File: src/rtl/rf_bypass.sv
// Register-file bypass and load-use interlock for a five-stage pipeline.
// Keeps destination tags for the EX, MEM and WB stages and forwards the
// youngest in-flight result to both ID operands. It stalls ID for one cycle
// when an operand depends on a load that is still in EX, and it drives the
// register-file write port from the WB stage.
module rf_bypass (
  input  logic        CLK,
  input  logic        RST,
  input  logic [4:0]  RNUM1,
  input  logic [4:0]  RNUM2,
  input  logic        RUSE1,
  input  logic        RUSE2,
  input  logic [31:0] RFDATA1,
  input  logic [31:0] RFDATA2,
  input  logic        ID_VALID,
  input  logic [4:0]  ID_WNUM,
  input  logic        ID_LOAD,
  input  logic        FLUSH,
  input  logic [31:0] EX_RESULT,
  input  logic [31:0] MEM_RDATA,
  output logic [31:0] OP1,
  output logic [31:0] OP2,
  output logic        STALL,
  output logic [4:0]  WNUM,
  output logic [31:0] WDATA
);

  // EX stage tag. Data is not stored here because EX_RESULT is live.
  logic        r_ex_valid;
  logic [4:0]  r_ex_wnum;
  logic        r_ex_load;

  // MEM stage tag and ALU result captured from EX.
  logic        r_mem_valid;
  logic [4:0]  r_mem_wnum;
  logic        r_mem_load;
  logic [31:0] r_mem_data;

  // WB stage. The load/ALU choice is made on entry, so WB needs no load flag.
  logic        r_wb_valid;
  logic [4:0]  r_wb_wnum;
  logic [31:0] r_wb_data;

  logic        w_stall;
  logic        w_ex_bypass1;
  logic        w_ex_bypass2;
  logic        w_mem_hit1;
  logic        w_mem_hit2;
  logic        w_wb_hit1;
  logic        w_wb_hit2;
  logic [31:0] w_mem_value;

  // A destination of x0 never writes, so it cannot create a load-use hazard.
  // A taken branch kills the dependent ID instruction, so FLUSH suppresses the stall.
  assign w_stall = ~FLUSH & r_ex_valid & r_ex_load & (r_ex_wnum != 5'd0) &
                   ((RUSE1 & (RNUM1 == r_ex_wnum)) | (RUSE2 & (RNUM2 == r_ex_wnum)));

  // The value a MEM-stage instruction will write: load data or its captured ALU result.
  assign w_mem_value = r_mem_load ? MEM_RDATA : r_mem_data;

  // Match terms. RNUMn==0 is handled first in the operand mux, so a match here
  // already implies a non-zero destination.
  assign w_ex_bypass1 = r_ex_valid & ~r_ex_load & (r_ex_wnum == RNUM1);
  assign w_ex_bypass2 = r_ex_valid & ~r_ex_load & (r_ex_wnum == RNUM2);
  assign w_mem_hit1   = r_mem_valid & (r_mem_wnum == RNUM1);
  assign w_mem_hit2   = r_mem_valid & (r_mem_wnum == RNUM2);
  assign w_wb_hit1    = r_wb_valid & (r_wb_wnum == RNUM1);
  assign w_wb_hit2    = r_wb_valid & (r_wb_wnum == RNUM2);

  // EX tag: take the ID instruction, or insert a bubble on invalid/stall/flush.
  // NOTE: clocked state uses non-blocking assignments so that every stage samples the pre-edge values of the stage before it.
  always_ff @(posedge CLK or posedge RST) begin
    if (RST) begin
      r_ex_valid <= 1'b0;
      r_ex_wnum  <= 5'd0;
      r_ex_load  <= 1'b0;
    end else begin
      r_ex_valid <= ID_VALID & ~w_stall & ~FLUSH;
      r_ex_wnum  <= ID_WNUM;
      r_ex_load  <= ID_LOAD;
    end
  end

  // MEM tag and data. For an EX load the captured EX_RESULT is unused.
  always_ff @(posedge CLK or posedge RST) begin
    if (RST) begin
      r_mem_valid <= 1'b0;
      r_mem_wnum  <= 5'd0;
      r_mem_load  <= 1'b0;
      r_mem_data  <= 32'd0;
    end else begin
      r_mem_valid <= r_ex_valid;
      r_mem_wnum  <= r_ex_wnum;
      r_mem_load  <= r_ex_load;
      r_mem_data  <= EX_RESULT;
    end
  end

  // WB tag and final write data. Reset clears the valid bit, so in-flight
  // results are never written after reset is released.
  always_ff @(posedge CLK or posedge RST) begin
    if (RST) begin
      r_wb_valid <= 1'b0;
      r_wb_wnum  <= 5'd0;
      r_wb_data  <= 32'd0;
    end else begin
      r_wb_valid <= r_mem_valid;
      r_wb_wnum  <= r_mem_wnum;
      r_wb_data  <= w_mem_value;
    end
  end

  // Operand 1 priority: x0, then EX (non-load), then MEM, then WB, then the rf.
  // NOTE: each output gets a default first, so no path through the mux can infer a latch.
  always_comb begin
    OP1 = RFDATA1;
    if (RNUM1 == 5'd0)     OP1 = 32'd0;
    else if (w_ex_bypass1) OP1 = EX_RESULT;
    else if (w_mem_hit1)   OP1 = w_mem_value;
    else if (w_wb_hit1)    OP1 = r_wb_data;
  end

  // Operand 2 priority: identical to operand 1.
  always_comb begin
    OP2 = RFDATA2;
    if (RNUM2 == 5'd0)     OP2 = 32'd0;
    else if (w_ex_bypass2) OP2 = EX_RESULT;
    else if (w_mem_hit2)   OP2 = w_mem_value;
    else if (w_wb_hit2)    OP2 = r_wb_data;
  end

  // Write port and stall output. WNUM=0 means no rf write this cycle.
  always_comb begin
    STALL = w_stall;
    WNUM  = r_wb_valid ? r_wb_wnum : 5'd0;
    WDATA = r_wb_data;
  end

endmodule

File: config.mk
export PLATFORM = sky130hd
export DESIGN_NAME = rf_bypass
export DESIGN_NICKNAME = d
export VERILOG_FILES = /design/src/rtl/rf_bypass.sv
export SDC_FILE = /design/constraint.sdc
export NUM_CORES = 1
export LEC_CHECK = 0
export CAP_MARGIN = 20
export CORE_ASPECT_RATIO = 0.8
export CORE_MARGIN = 10
export CORE_UTILIZATION = 42
export CTS_CLUSTER_SIZE = 10
export DETAILED_ROUTE_END_ITERATION = 8
export PLACE_DENSITY_LB_ADDON = 0.25
export SETUP_SLACK_MARGIN = 0.05
export SYNTH_ARGS = -nofsm -noshare
export SYNTH_HDL_FRONTEND = slang
export SYNTH_SLANG_ARGS = --single-unit
export TNS_END_PERCENT = 5
File: constraint.sdc
create_clock -name CLK -period 3.45 [get_ports CLK]
set_clock_uncertainty 0.15 [all_clocks]
set_input_delay 0.69 -clock CLK [delete_from_list [all_inputs] [get_ports CLK]]
set_output_delay 0.69 -clock CLK [all_outputs]
set_load 0.005 [all_outputs]
# [Yosys cells after proc, flatten, opt, wreduce, memory -nomap -nowiden]
# Index checks and enable logic that the tools add are counted.
[word_totals] out_inout_bits=102 ramBits=0 mem_bits_ro=0 register_bits=84 memories=0 latchBits=0
[op_classes] multipliers=0 reduce_logical=3 add_sub_neg=0 n_mux=10 eq_ne=8 div_mod_pow=0 shifts=0 n_bitwise=19 magnitude_cmp=0
[op_table] op="$mux 32" n=9
[op_table] op="$eq 5x5->1" n=8
[op_table] op="$and 1x1->1" n=15
[op_table] op="$logic_not 5->1" n=2
[op_table] op="$mux 5" n=1
[op_table] op="$reduce_bool 5->1" n=1
[op_table] op="$not 1->1" n=3
[op_table] op="$or 1x1->1" n=1

# [Longest topological paths before layout]
[depth] ltp_word=8 ltp_mapped=7

# [Worst setup path before layout]
# No wires, ideal clock.
[synth_timing] kind="input-to-output" startpoint="input port RNUM1[3]" endpoint="output port OP1[7]" n_path_buf=1 slack_ns=0.699 required_time_ns=2.610 stages=6 arrival_ns=1.911 cell_sequence="xor2_1 > nor3_2 > nand3_2 > o21a_1 > buf_4 > a221oi_1"
[synth_between] elab_chain_len=6 word_cells_on_any_way=11 cone_classes="eq/ne: 3; mux: 4; bitwise: 3; reduce/logical: 1"
[synth_rtl] item="start: declaration" line="9" source="input logic [4:0] RNUM1,"
[synth_rtl] item="$eq 5x5->1" line="67" source="assign w_wb_hit1 = r_wb_valid & (r_wb_wnum == RNUM1);"
[synth_rtl] item="$and 1x1->1" line="67"
[synth_rtl] item="$mux 32" line="120" source="else if (w_wb_hit1) OP1 = r_wb_data;"
[synth_rtl] item="$mux 32" line="119" source="else if (w_mem_hit1) OP1 = w_mem_value;"
[synth_rtl] item="$mux 32" line="118" source="else if (w_ex_bypass1) OP1 = EX_RESULT;"
[synth_rtl] item="$mux 32 (*)" line="117" source="if (RNUM1 == 5'd0) OP1 = 32'd0;"
[synth_rtl] item="end: declaration" line="21" source="output logic [31:0] OP1,"
# Mark *: on every way between the ends. The rest lies on a longest branch, timed or not.

# [Worst setup path in the final report]
[layout_timing] startpoint="input port RNUM1[3]" endpoint="output port OP1[0]"
# The elaborated chain is that of the path after synthesis.

==> flow_summary.toml <==
[synthesis]
synth_top_area_share_pct = 39.3
ys_warn_count = 0
synth.area.top_cells = "dfrtp_1 39%, mux2i_1 18%, a221oi_2 16%"
synth_cell_types = 30
synthesis.nets = 602
synth_area_sq_mm = 0.00535
synthCells = 452
synth_top_area_cell = "dfrtp_1"
yosysSeqAreaShare_pct = 39.3
synth_area_per_cell_sq_um = 11.8
synth-seq-cells = 84

[die]
die_y_um = 121
die_w_um = 146
ios = 252
start_util_pct = 43.5
rows = 36
core_sq_mm = 0.0123
die_area_sq_mm = 0.0177

[pwr]
p_leak_uw = 0.00357
powerDensity_mw_per_mm2 = 331
ir_worst_vdd_mv = 0.306

[min_path]
hp-class = "reg2reg"

[clocking]
insertion_delay_ns = 0.35
cts_tree = "built"
cts.path.max_buffers = 2
ctsHtreeMaxLevel = 3
root_buffer = "clkbuf_16"
numCtsBuffers = 9
clock-sinks = 84
clkTransAtPathRegs_ns = 0.06

[critical_path]
required_ns = 2.61
cp-endpoint = "OP1[0]"
timing.rr.start = "r_ex_wnum[3]$_DFF_PP0_"
crit_type = "in2out"
crit_fanout = 13
crit_start = "RNUM1[3]"
r2r_end = "r_ex_valid$_DFF_PP0_"
startpoint_type = "input pin"
critPathCaptureType = "output port"
r2r_setup_slack_ns = 1.38
crit_arrival_ns = 2.53
reg2reg_depth = 7

[placement]
port_buffers = 251
gp_congestion = 0.920
dp_cells = 873
pre_cts_ws_ns = -0.547
dp.final_hpwl_mm = 16.7

[grt]
overflow = 0
grt_pass1_vias = 5952
grt_antenna_before_repair = 0
grt_max_degree = 48
grt_pass1_wl_mm = 35.3
track_usage_pct = 25.5

[sta]
fmax_mhz = 297
hold_viol_final = 0
fin_crit_ns = 3.37
rsz0062_at_grt = "true"
finalMaxSlewViolations = 0
final.setup.worst_slack_ns = 0.0787
finalCritPeriodShare_pct = 97.7
worstMarginPinSlew_ns = 0.733
setup_viol = 0
slew_headroom_pct = 51.1

[drt]
met2_length_mm = 11.0
drt_iter0_drc = 319
detail_route.wirelength_mm = 23.1
top_layer = "met4"
wl_met1_mm = 9.09
viasPerCell = 5.75
wl_met3_mm = 2.44
ant_nets = 0
first_pass_iters = 7
vias = 5225
drc = 0
wl_per_cell_um = 25.4

[finish]
fin_nets = 884
final_common_cell = "clkdlybuf4s50_1"
area_delta_synth_final_pct = 64.6
layout.cells.most_common_list = "176 x clkdlybuf4s50_1, 87 x mux2i_1, 83 x dfrtp_1, 57 x o31ai_1, 53 x a221oi_2"
fin_cells = 909
diodes = 0
post_route_cells_drive_above_1_share_pct = 31.7

[run_status]
status = "complete, no violations"

[job]
maxCapViolations = 0
## synthesized netlist by cell type, drive strengths merged
cell    number
mux2i       96
dfrtp       84
a221oi      64
o31ai       64
inv         36
buf         24
clkbuf      19
xnor2       16
xor2        14
and2         5
nor3         5
nand2        4
nor2         4
o22a         3
and3         2
nand3        2
nand4        2
nor4         2
o21a         2
nand2b       1
o211a        1
o211ai       1
or4          1
## repair_timing
action	4_1_cts	5_1_grt
pin swaps	13	13
setup buffers	18	0
hold buffers	0	0
resized for setup	219	70
endpoints found under the setup margin	65	55
cloned	3	0
## where the power goes
group / internal (uW) / switching, uW
registers: 1040 / 50.4
clock network: 721 / 408
logic: 387 / 300
## layer usage
metal  global-route usage (%)  vias to the layer above
met5                        0                        -
met4                     8.11                        0
met3                     11.0                       35
met2                     42.2                      298
met1                     29.2                     2578
li1                         -                     2314
## logic make-up (layout without fill, tap and decap cells)
family,count (synthesis),in the layout,synth area share (%)
mux,96,96,18.0
xor+xnor,30,30,4.91
buf+inv,79,365,7.56
flops,84,84,39.3
compound gates,135,135,27.1
simple gates,28,28,3.14
## critical path: stages
cell             delay, ns
clkdlybuf4s15_1       0.22
xor2_1                0.19
nor3_2                0.25
nand3_2               0.16
o22a_2                0.31
buf_8                 0.18
a221oi_2              0.28
clkdlybuf4s15_2       0.25
## state kept, by name, indices dropped and copies added (netlist names)
| signal | cells |
|---|---|
| WDATA | 32 |
| r_mem_data | 32 |
| r_ex_wnum | 5 |
| r_mem_wnum | 5 |
| r_wb_wnum | 5 |
| r_ex_load | 1 |
| r_ex_valid | 1 |
| r_mem_load | 1 |
| r_mem_valid | 1 |
| r_wb_valid | 1 |
## per-stage QoR
stage | hold slack (ns) | utilization (%) | power, uW | instance area [sq um] | setup TNS [ns]
final | 0.267 | 71.6 | 2910 | 8800 | 0
after detailed placement | 0.247 | 67.5 | 1820 | 8300 | -29.21
after CTS | 0.266 | 72.0 | 2930 | 8850 | -0.0168
after global placement | 0.230 | 67.5 | 1810 | 8300 | -26.85
after global routing | 0.297 | 71.6 | 3020 | 8800 | -0.00549
after floorplan | 0.216 | - | 1350 | 5350 | 0
## worst min-delay path by stage
stage | startpoint | to | slack (ns) | depth (start not counted)
2_1_floorplan | r_ex_load$_DFF_PP0_ | r_mem_load$_DFF_PP0_ | 0.22 | 0
3_3_place_gp | r_mem_valid$_DFF_PP0_ | r_wb_valid$_DFF_PP0_ | 0.23 | 0
3_5_place_dp | r_mem_valid$_DFF_PP0_ | r_wb_valid$_DFF_PP0_ | 0.25 | 0
4_1_cts | r_mem_valid$_DFF_PP0_ | r_wb_valid$_DFF_PP0_ | 0.27 | 0
5_1_grt | r_ex_load$_DFF_PP0_ | r_mem_load$_DFF_PP0_ | 0.30 | 0
6_report | r_mem_valid$_DFF_PP0_ | r_wb_valid$_DFF_PP0_ | 0.27 | 0
## cell type report
cell class / count / area (sq um)
clock buffers: 10 / 239
clock inverters: 5 / 100
fillers: 880 / 3490
inverters: 36 / 136
multi-input cells: 289 / 3040
flip-flops and latches: 84 / 2100
well taps: 171 / 214
repair buffers: 314 / 2970
No activity file was read; power rests on OpenSTA's default activity.
